`config.mk`:
```
export PLATFORM = sky130hd
export DESIGN_NAME = imem_boot_ctrl
export DESIGN_NICKNAME = d
export VERILOG_FILES = /design/src/rtl/imem_boot_pkg.sv /design/src/rtl/imem_boot_csum.sv /design/src/rtl/imem_boot_ctrl.sv
export SDC_FILE = /design/constraint.sdc
export NUM_CORES = 1
export LEC_CHECK = 0
export BUFFER_PORTS_ARGS = -buffer_cell sky130_fd_sc_hd__buf_2
export CAP_MARGIN = 20
export CORE_ASPECT_RATIO = 2
export CORE_MARGIN = 2
export CORE_UTILIZATION = 47
export DETAILED_ROUTE_END_ITERATION = 6
export PLACE_DENSITY = 0.79
export SLEW_MARGIN = 30
export SYNTH_ARGS = -nofsm -noshare
export SYNTH_HDL_FRONTEND = slang
export SYNTH_HIERARCHICAL = 1
export SYNTH_SLANG_ARGS = --single-unit
```
`constraint.sdc`:
```
create_clock -name clk -period 1.85 [get_ports clk]
set_input_delay 0.37 -clock clk [delete_from_list [all_inputs] [get_ports clk]]
set_output_delay 0.37 -clock clk [all_outputs]
set_load 0.02 [all_outputs]
```
`src/rtl/imem_boot_pkg.sv`:
```
// rtl/imem_boot_pkg.sv - shared types and constants for the imem boot-load sequencer
// Contents:
//   state_t    sequencer states (IDLE, LOAD, DRAIN, RUN, ERR)
//   DEPTH_DEF  default imem depth in 32-bit words
//   RLS_CNT_W  width of the drain (release delay) counter, covers 1..15
package imem_boot_pkg;

    localparam int DEPTH_DEF = 1024;
    localparam int RLS_CNT_W = 4;

    typedef enum logic [2:0] {
        IDLE  = 3'd0,
        LOAD  = 3'd1,
        DRAIN = 3'd2,
        RUN   = 3'd3,
        ERR   = 3'd4
    } state_t;

endpackage

```
`src/rtl/imem_boot_csum.sv`:
```
// rtl/imem_boot_csum.sv - 32-bit wrap-around image checksum accumulator
// Ports:
//   clk, rst   clock, synchronous active-high reset
//   clear      zero the running sum (start of a new load)
//   add        accumulate add_data this cycle
//   add_data   word being written to imem
//   cmp_data   checksum word presented by the loader
//   match      running sum (excluding this cycle's add) equals cmp_data
module imem_boot_csum (
    input  logic        clk,
    input  logic        rst,
    input  logic        clear,
    input  logic        add,
    input  logic [31:0] add_data,
    input  logic [31:0] cmp_data,
    output logic        match
);

    logic [31:0] sum;

    always_ff @(posedge clk) begin
        if (rst || clear) begin
            sum <= '0;
        end else if (add) begin
            sum <= sum + add_data;
        end
    end

    assign match = (sum == cmp_data);

endmodule

```
`src/rtl/imem_boot_ctrl.sv`:
```
// rtl/imem_boot_ctrl.sv - boot-load sequencer: loader word stream to imem, then core reset release
// Optional feature macro: CHECKSUM_EN (last word is a checksum; mismatch or overflow -> ERR)
// Ports:
//   clk, rst             clock, synchronous active-high reset
//   boot_start           1-cycle pulse, start or restart a load
//   ld_valid/ld_data/ld_last/ld_ready   loader word stream handshake
//   imem_we/imem_waddr/imem_wdata       registered imem write port
//   core_rst_n           core reset, held low until the image is loaded and drained
//   boot_done            core running a loaded image
//   boot_err             load failed (CHECKSUM_EN only, else 0)
//   word_count           words written by the current/last load
module imem_boot_ctrl
    import imem_boot_pkg::*;
#(
    parameter int DEPTH       = DEPTH_DEF,
    parameter int ADDR_W      = 10,
    parameter int RELEASE_DLY = 4
) (
    input  logic              clk,
    input  logic              rst,
    input  logic              boot_start,
    input  logic              ld_valid,
    input  logic [31:0]       ld_data,
    input  logic              ld_last,
    output logic              ld_ready,
    output logic              imem_we,
    output logic [ADDR_W-1:0] imem_waddr,
    output logic [31:0]       imem_wdata,
    output logic              core_rst_n,
    output logic              boot_done,
    output logic              boot_err,
    output logic [ADDR_W:0]   word_count
);

    localparam logic [ADDR_W:0]    FULL_CNT = (ADDR_W+1)'(DEPTH - 1);
    localparam logic [RLS_CNT_W-1:0] DLY_LAST = RLS_CNT_W'(RELEASE_DLY - 1);

    state_t               state, state_n;
    logic [ADDR_W:0]      cnt;
    logic [RLS_CNT_W-1:0] dcnt;
    logic                 hs;
    logic                 wr;
    logic                 at_full;

    // A restart in the same cycle as a handshake drops the word.
    assign hs      = ld_valid & (state == LOAD) & ~boot_start;
    assign at_full = (cnt == FULL_CNT);

`ifdef CHECKSUM_EN
    logic csum_ok;

    // The ld_last word is the checksum and never reaches imem.
    assign wr = hs & ~ld_last;

    imem_boot_csum u_csum (
        .clk      (clk),
        .rst      (rst),
        .clear    (boot_start),
        .add      (wr),
        .add_data (ld_data),
        .cmp_data (ld_data),
        .match    (csum_ok)
    );
`else
    assign wr = hs;
`endif

    always_ff @(posedge clk) begin
        if (rst) begin
            state <= IDLE;
        end else begin
            state <= state_n;
        end
    end

    always_comb begin
        state_n    = state;
        ld_ready   = (state == LOAD);
        core_rst_n = (state == RUN);
        boot_done  = (state == RUN);
        boot_err   = 1'b0;
`ifdef CHECKSUM_EN
        boot_err   = (state == ERR);
`endif
        if (boot_start) begin
            state_n = LOAD;
        end else begin
            case (state)
                LOAD: begin
                    if (hs) begin
`ifdef CHECKSUM_EN
                        if (ld_last) begin
                            state_n = csum_ok ? DRAIN : ERR;
                        end else if (at_full) begin
                            state_n = ERR;
                        end
`else
                        if (ld_last || at_full) begin
                            state_n = DRAIN;
                        end
`endif
                    end
                end
                DRAIN: begin
                    if (dcnt == DLY_LAST) begin
                        state_n = RUN;
                    end
                end
                default: ;
            endcase
        end
    end

    // Write port is registered: the word lands one cycle after its handshake,
    // and an already-registered write still completes across a restart.
    always_ff @(posedge clk) begin
        if (rst) begin
            cnt        <= '0;
            dcnt       <= '0;
            imem_we    <= 1'b0;
            imem_waddr <= '0;
            imem_wdata <= '0;
        end else begin
            imem_we <= wr;
            if (wr) begin
                imem_waddr <= cnt[ADDR_W-1:0];
                imem_wdata <= ld_data;
            end
            if (boot_start) begin
                cnt <= '0;
            end else if (wr) begin
                cnt <= cnt + (ADDR_W+1)'(1);
            end
            if (state != DRAIN) begin
                dcnt <= '0;
            end else begin
                dcnt <= dcnt + RLS_CNT_W'(1);
            end
        end
    end

    assign word_count = cnt;

endmodule

```
==> results of run 1 <==
critical path, cell delays in order, from the launching register on:
cell and delay, ns:
dfxtp_1 0.39, nand4bb_2 0.40, buf_4 0.28, or3_1 0.35, a21oi_1 0.13
worst paths after layout:
kind,from,endpoint
max,state[1],word_count[3]
min,ld_data[12],imem_wdata[12]
max reg2reg,state[1],word_count[3]
min reg2reg,dcnt[0],dcnt[0]
stage by stage:
step / utilization [%] / hold WS [ns] / cell area (sq um) / setup WS, ns
CTS: 64.2 / 0.261 / 2980 / 0.229
global placement: 60.1 / 0.428 / 2790 / 0.149
floorplan: - / 0.418 / 2270 / 0.329
finish: 64.2 / 0.272 / 2980 / 0.232
global route: 64.2 / 0.266 / 2980 / 0.0916
detailed placement: 60.1 / 0.439 / 2790 / 0.124
area by class of cell:
type / instances / area share [%]
flip-flops and latches: 60 / 40.3
multi-input cells: 193 / 33.1
repair buffers: 100 / 17.4
clock buffers: 10 / 4.62
well taps: 55 / 2.31
clock inverters: 5 / 1.76
inverters: 4 / 0.504
power groups by stage:
stage               clock [mW]  combinational, mW  sequential, mW
finish                    1.12              0.207            1.34
global route              1.22              0.227            1.34
CTS                       1.15              0.209            1.34
detailed placement           0              0.208            1.36
global placement             0              0.205            1.36
floorplan                    0             0.0889            1.39
cell families (layout without fill, tap and decap cells):
logic type      Yosys count  in the layout  share of synthesized area, %
compound gates           57             57                          13.6
simple gates            126            126                          24.9
flops                    60             60                          52.9
xor+xnor                  4              4                          1.54
buf+inv                  23            119                          4.46
mux                       3              3                          1.32
fa+ha+maj                 2              2                          1.10
other cells               1              1                         0.165
per-layer routing:
layer	vias to the layer above	track usage [%]
li1	1103	-
met1	1008	20.1
met2	65	38.3
met3	9	6.87
met4	0	8.68
met5	-	0
Yosys cell counts, types with 2 or more instances:
| cell type | instances | share of area (%) |
|---|---|---|
| nor4_1 | 3 | 0.83 |
| nor4bb_1 | 2 | 0.88 |
| buf_2 | 6 | 1.3 |
| inv_1 | 4 | 0.66 |
| nand4_1 | 2 | 0.55 |
| dfxtp_1 | 60 | 53 |
| mux2i_1 | 3 | 1.3 |
| clkbuf_1 | 11 | 1.8 |
| xnor2_1 | 3 | 1.2 |
| nand3_1 | 4 | 0.88 |
| a21oi_1 | 48 | 11 |
| or3_1 | 3 | 0.83 |
| ha_1 | 2 | 1.1 |
| nor2_1 | 9 | 1.5 |
| nand2_1 | 88 | 15 |
| or4_1 | 4 | 1.3 |
| o21a_1 | 2 | 0.66 |
| nand4b_1 | 2 | 0.77 |
| buf_4 | 2 | 0.66 |
| o31ai_1 | 4 | 1.3 |
registers in the layout, indices dropped and copies added, names as in the netlist:
| register | flops |
|---|---|
| dcnt | 4 |
| imem_waddr | 10 |
| imem_wdata | 32 |
| imem_we | 1 |
| state | 2 |
| word_count | 11 |
==> qor.yml, run 1 <==
first_pass_iters: 4
drt_iter0_markers: 24
cts_hold_buf: 0
worstSetupEndpointType: "flop"
p_sw_share_pct: 23.3
final-setup-viol-count: 0
grt_pass1_wl_um: 8370
synth-main-ff-cell: "dfxtp_1"
num_rows: 35
overflow: 0
synth_edf_count: 0
synthCells: 276
num_io_pins: 95
ctsHtreeMaxLevel: 3
drc: 0
async_flop_share_pct: 0
p_leak_nw: 1.28
area.sequential_sq_um: 1200
ys.warnings.count: 6
worstPathMaxFanout: 14
cts_buffers: 9
coreArea_sq_um: 4640
placed_cells: 412
portBuffers: 93
cts.sinks: 60
max-cap-violations: 0
fin_nets: 407
synth_fp_nets: 315
n_antenna_cell: 0
p_seq_share_pct: 50.2
die_y_um: 102
grt_pass1_vias: 2012
ff2ff_path_depth: 4
required_ns: 2.11
start_util_pct: 48.9
power_frac_comb_pct: 7.8
syn_to_final_growth_pct: 31.3
wl_met2_um: 2900
rsz0062_at_grt: "no"
antenna_found_initial: 0
top_layer: "met4"
crit_arrival_ns: 1.88
grt_usage_pct: 20.7
clock_latency_ns: 0.32
drive_above_1_share_pct: 32.0
dieArea_sq_um: 5430
hold_path.class: "in -> reg"
multi_input_area_sq_um: 987
mostFrequentLayoutCell: "buf_2"
grt_start_max_net_pins: 27
clockBufferDepth: 2
hold_viol_final: 0
power.net_switching_mw: 0.620
drtAntennaViolNets: 0
wl_per_cell_um: 12.4
die_w_um: 53.1
routed-wl-met3_um: 289
routed-via-count: 2185
power_density_nw_per_um2: 893
mostFrequentLayoutCells: "buf_2 (93), nand2_1 (88), dfxtp_1 (60)"
hpwlAfterDp_um: 3920
fin_crit_sh_pct: 87.5
fin_skew_ns: 0.00476
reg2reg_setup_slack_ns: 0.23
synth_seq_cells: 60
drt-total-wl_um: 5320
vdd_drop_max_mv: 0.717
nFillCells: 434
clock.fmax_ghz: 0.618
viasPerCell: 5.12
period_needed_ns: 1.62
drv_slew: 0
ys_seq_area_share_pct: 52.9
path_clk_slew_ns: 0.07
critPathKind: "reg -> reg"
fin_tns_setup_ns: 0
cts_root_buf: "clkbuf_8"
cts_tree: "yes"
avgSynthCellArea_sq_um: 8.22
place.gp.congestion: 0.781
status: "finished clean"
startpoint_type: "flop"
internal_power_mw: 2.04
postCtsSetupRepairBufs: 0
cts_resized: 0
synth_area_sq_um: 2270
drt-met1-wl_um: 2040
holdPathStages: 3
stdcell_count: 427
finalPower_mw: 2.66
ys_types: 34
clkPwrFrac_pct: 42.1
Note: power is estimated with default switching activity, not from simulation.
==> inputs of run 2 (changes only) <==
==> constraint.sdc (replaced) <==
create_clock -name clk -period 1.6 [get_ports clk]
set_input_delay 0.32 -clock clk [delete_from_list [all_inputs] [get_ports clk]]
set_output_delay 0.32 -clock clk [all_outputs]
set_load 0.02 [all_outputs]
==> run 2 against run 1 <==
Clock-buffer cell count increased by 1. Sequential cell count unchanged. Hold slack got worse by 0.053 ns. Clock power about the same. First-iteration DRC count increased by 42%. Critical path depth decreased by 1. Global-route usage increased by 1.4 points. Critical path type is now reg -> out.
==> qor.yml, run 2 (same netlist as run 1, synthesis figures left out) <==
power_density_nw_per_um2: 958  # +7.2%
drtAntennaViolNets: 0  # unchanged
grt_pass1_wl_um: 8860  # +5.9%
wl_per_cell_um: 12.5  # +0.16%
fin_crit_sh_pct: 93.7
grt_pass1_vias: 2177  # +8.2%
num_rows: 35  # unchanged
fin_tns_setup_ns: 0  # unchanged
required_ns: 1.28  # -0.83 ns
startpoint_type: "flop"
drc: 0  # unchanged
hpwlAfterDp_um: 4060  # +3.4%
place.gp.congestion: 0.829  # +6.2%
cts_root_buf: "clkbuf_8"
die_w_um: 53.1  # unchanged
mostFrequentLayoutCells: "buf_2 (93), nand2_1 (88), dfxtp_1 (59)"
crit_arrival_ns: 1.18  # -0.70 ns
clock_latency_ns: 0.33  # about the same
dieArea_sq_um: 5430  # unchanged
antenna_found_initial: 0  # unchanged
stdcell_count: 435  # +1.9%
largest_reg_flops: 32  # unchanged
grt_start_max_net_pins: 44  # +63%
status: "finished clean"
num_io_pins: 95  # unchanged
hold_path.class: "in -> reg"
worstPathMaxFanout: 8  # -6
postCtsSetupRepairBufs: 0  # unchanged
drt_iter0_markers: 34  # +42%
period_needed_ns: 1.50
hold_viol_final: 0  # unchanged
nFillCells: 470  # +8.3%
cts_buffers: 9  # unchanged
p_leak_nw: 1.32  # +2.7%
vdd_drop_max_mv: 0.900  # +26%
worstSetupEndpointType: "output port"
max-cap-violations: 0  # unchanged
overflow: 0  # unchanged
critPathKind: "reg -> out"
start_util_pct: 48.9  # unchanged
path_clk_slew_ns: 0.06  # about the same
n_antenna_cell: 0  # unchanged
drv_slew: 0  # unchanged
grt_usage_pct: 22.1  # +1.4 points
finalPower_mw: 2.90  # +9.1%
coreArea_sq_um: 4640  # unchanged
regMostFlops: "imem_wdata"
ctsHtreeMaxLevel: 3  # unchanged
portBuffers: 93  # unchanged
viasPerCell: 5.09  # -0.63%
fin_nets: 416  # +2.2%
rsz0062_at_grt: "yes"
drt-total-wl_um: 5420  # +2.0%
clockBufferDepth: 2  # unchanged
cts_tree: "yes"
die_y_um: 102  # unchanged
placed_cells: 421  # +2.2%
syn_to_final_growth_pct: 33.6
clock.fmax_ghz: 0.667
drive_above_1_share_pct: 33.4  # +1.4 points
final-setup-viol-count: 0  # unchanged
mostFrequentLayoutCell: "buf_2"
cts.sinks: 60  # unchanged
routed-via-count: 2212  # +1.2%
utilization_pct: 65.3  # +1.1 points
first_pass_iters: 4  # unchanged
fin_skew_ns: 0.00709  # +0.00233 ns
run 2: worst paths after layout:
path | from | end | slack [ns] | depth (start not counted)
max | state[0] | ld_ready | 0.10 | 3
max reg2reg | state[1] | word_count[3] | 0.11 | 4
min reg2reg | imem_wdata[24] | imem_wdata[24] | 0.45 | 2
min | ld_data[23] | imem_wdata[23] | 0.22 | 3
run 2: final cells by class:
type,instances,area (sq um),area share (%)
flip-flops and latches,60,1200,39.7
clock buffers,11,141,4.66
well taps,55,68.8,2.27
clock inverters,3,15.0,0.495
inverters,4,15.0,0.495
multi-input cells,193,987,32.6
repair buffers,109,602,19.9
run 2: power by group:
part	total (mW)	internal, mW	leakage [nW]	switching (mW)
combinational	0.262	0.108	0.747	0.154
sequential	1.54	1.53	0.486	0.0149
clock	1.10	0.578	0.0848	0.524
run 2: critical path, stage by stage (launching register included):
cell and delay, ns:
dfxtp_1 0.34, buf_4 0.16, nor2b_1 0.17, buf_2 0.19
run 2: metrics by stage:
stage	worst slack (ns)	instance area, sq um	hold WS (ns)
2_1_floorplan	0.0790	2270	0.418
5_1_grt	-0.0110	3030	0.213
3_3_place_gp	-0.0729	2870	0.427
4_1_cts	0.0613	3030	0.204
3_5_place_dp	-0.0861	2870	0.440
6_report	0.100	3030	0.219
run 2: per-layer routing:
layer  GRT usage [%]  share of wire (%)
met1            20.7                 35
met2            40.4                 55
met3            6.43                5.9
met4            13.2                3.2
met5               0                  0
run 2: repair_timing:
action,CTS,global route
gates resized for setup,0,2
setup endpoints to repair,0,3
hold buffers,0,0
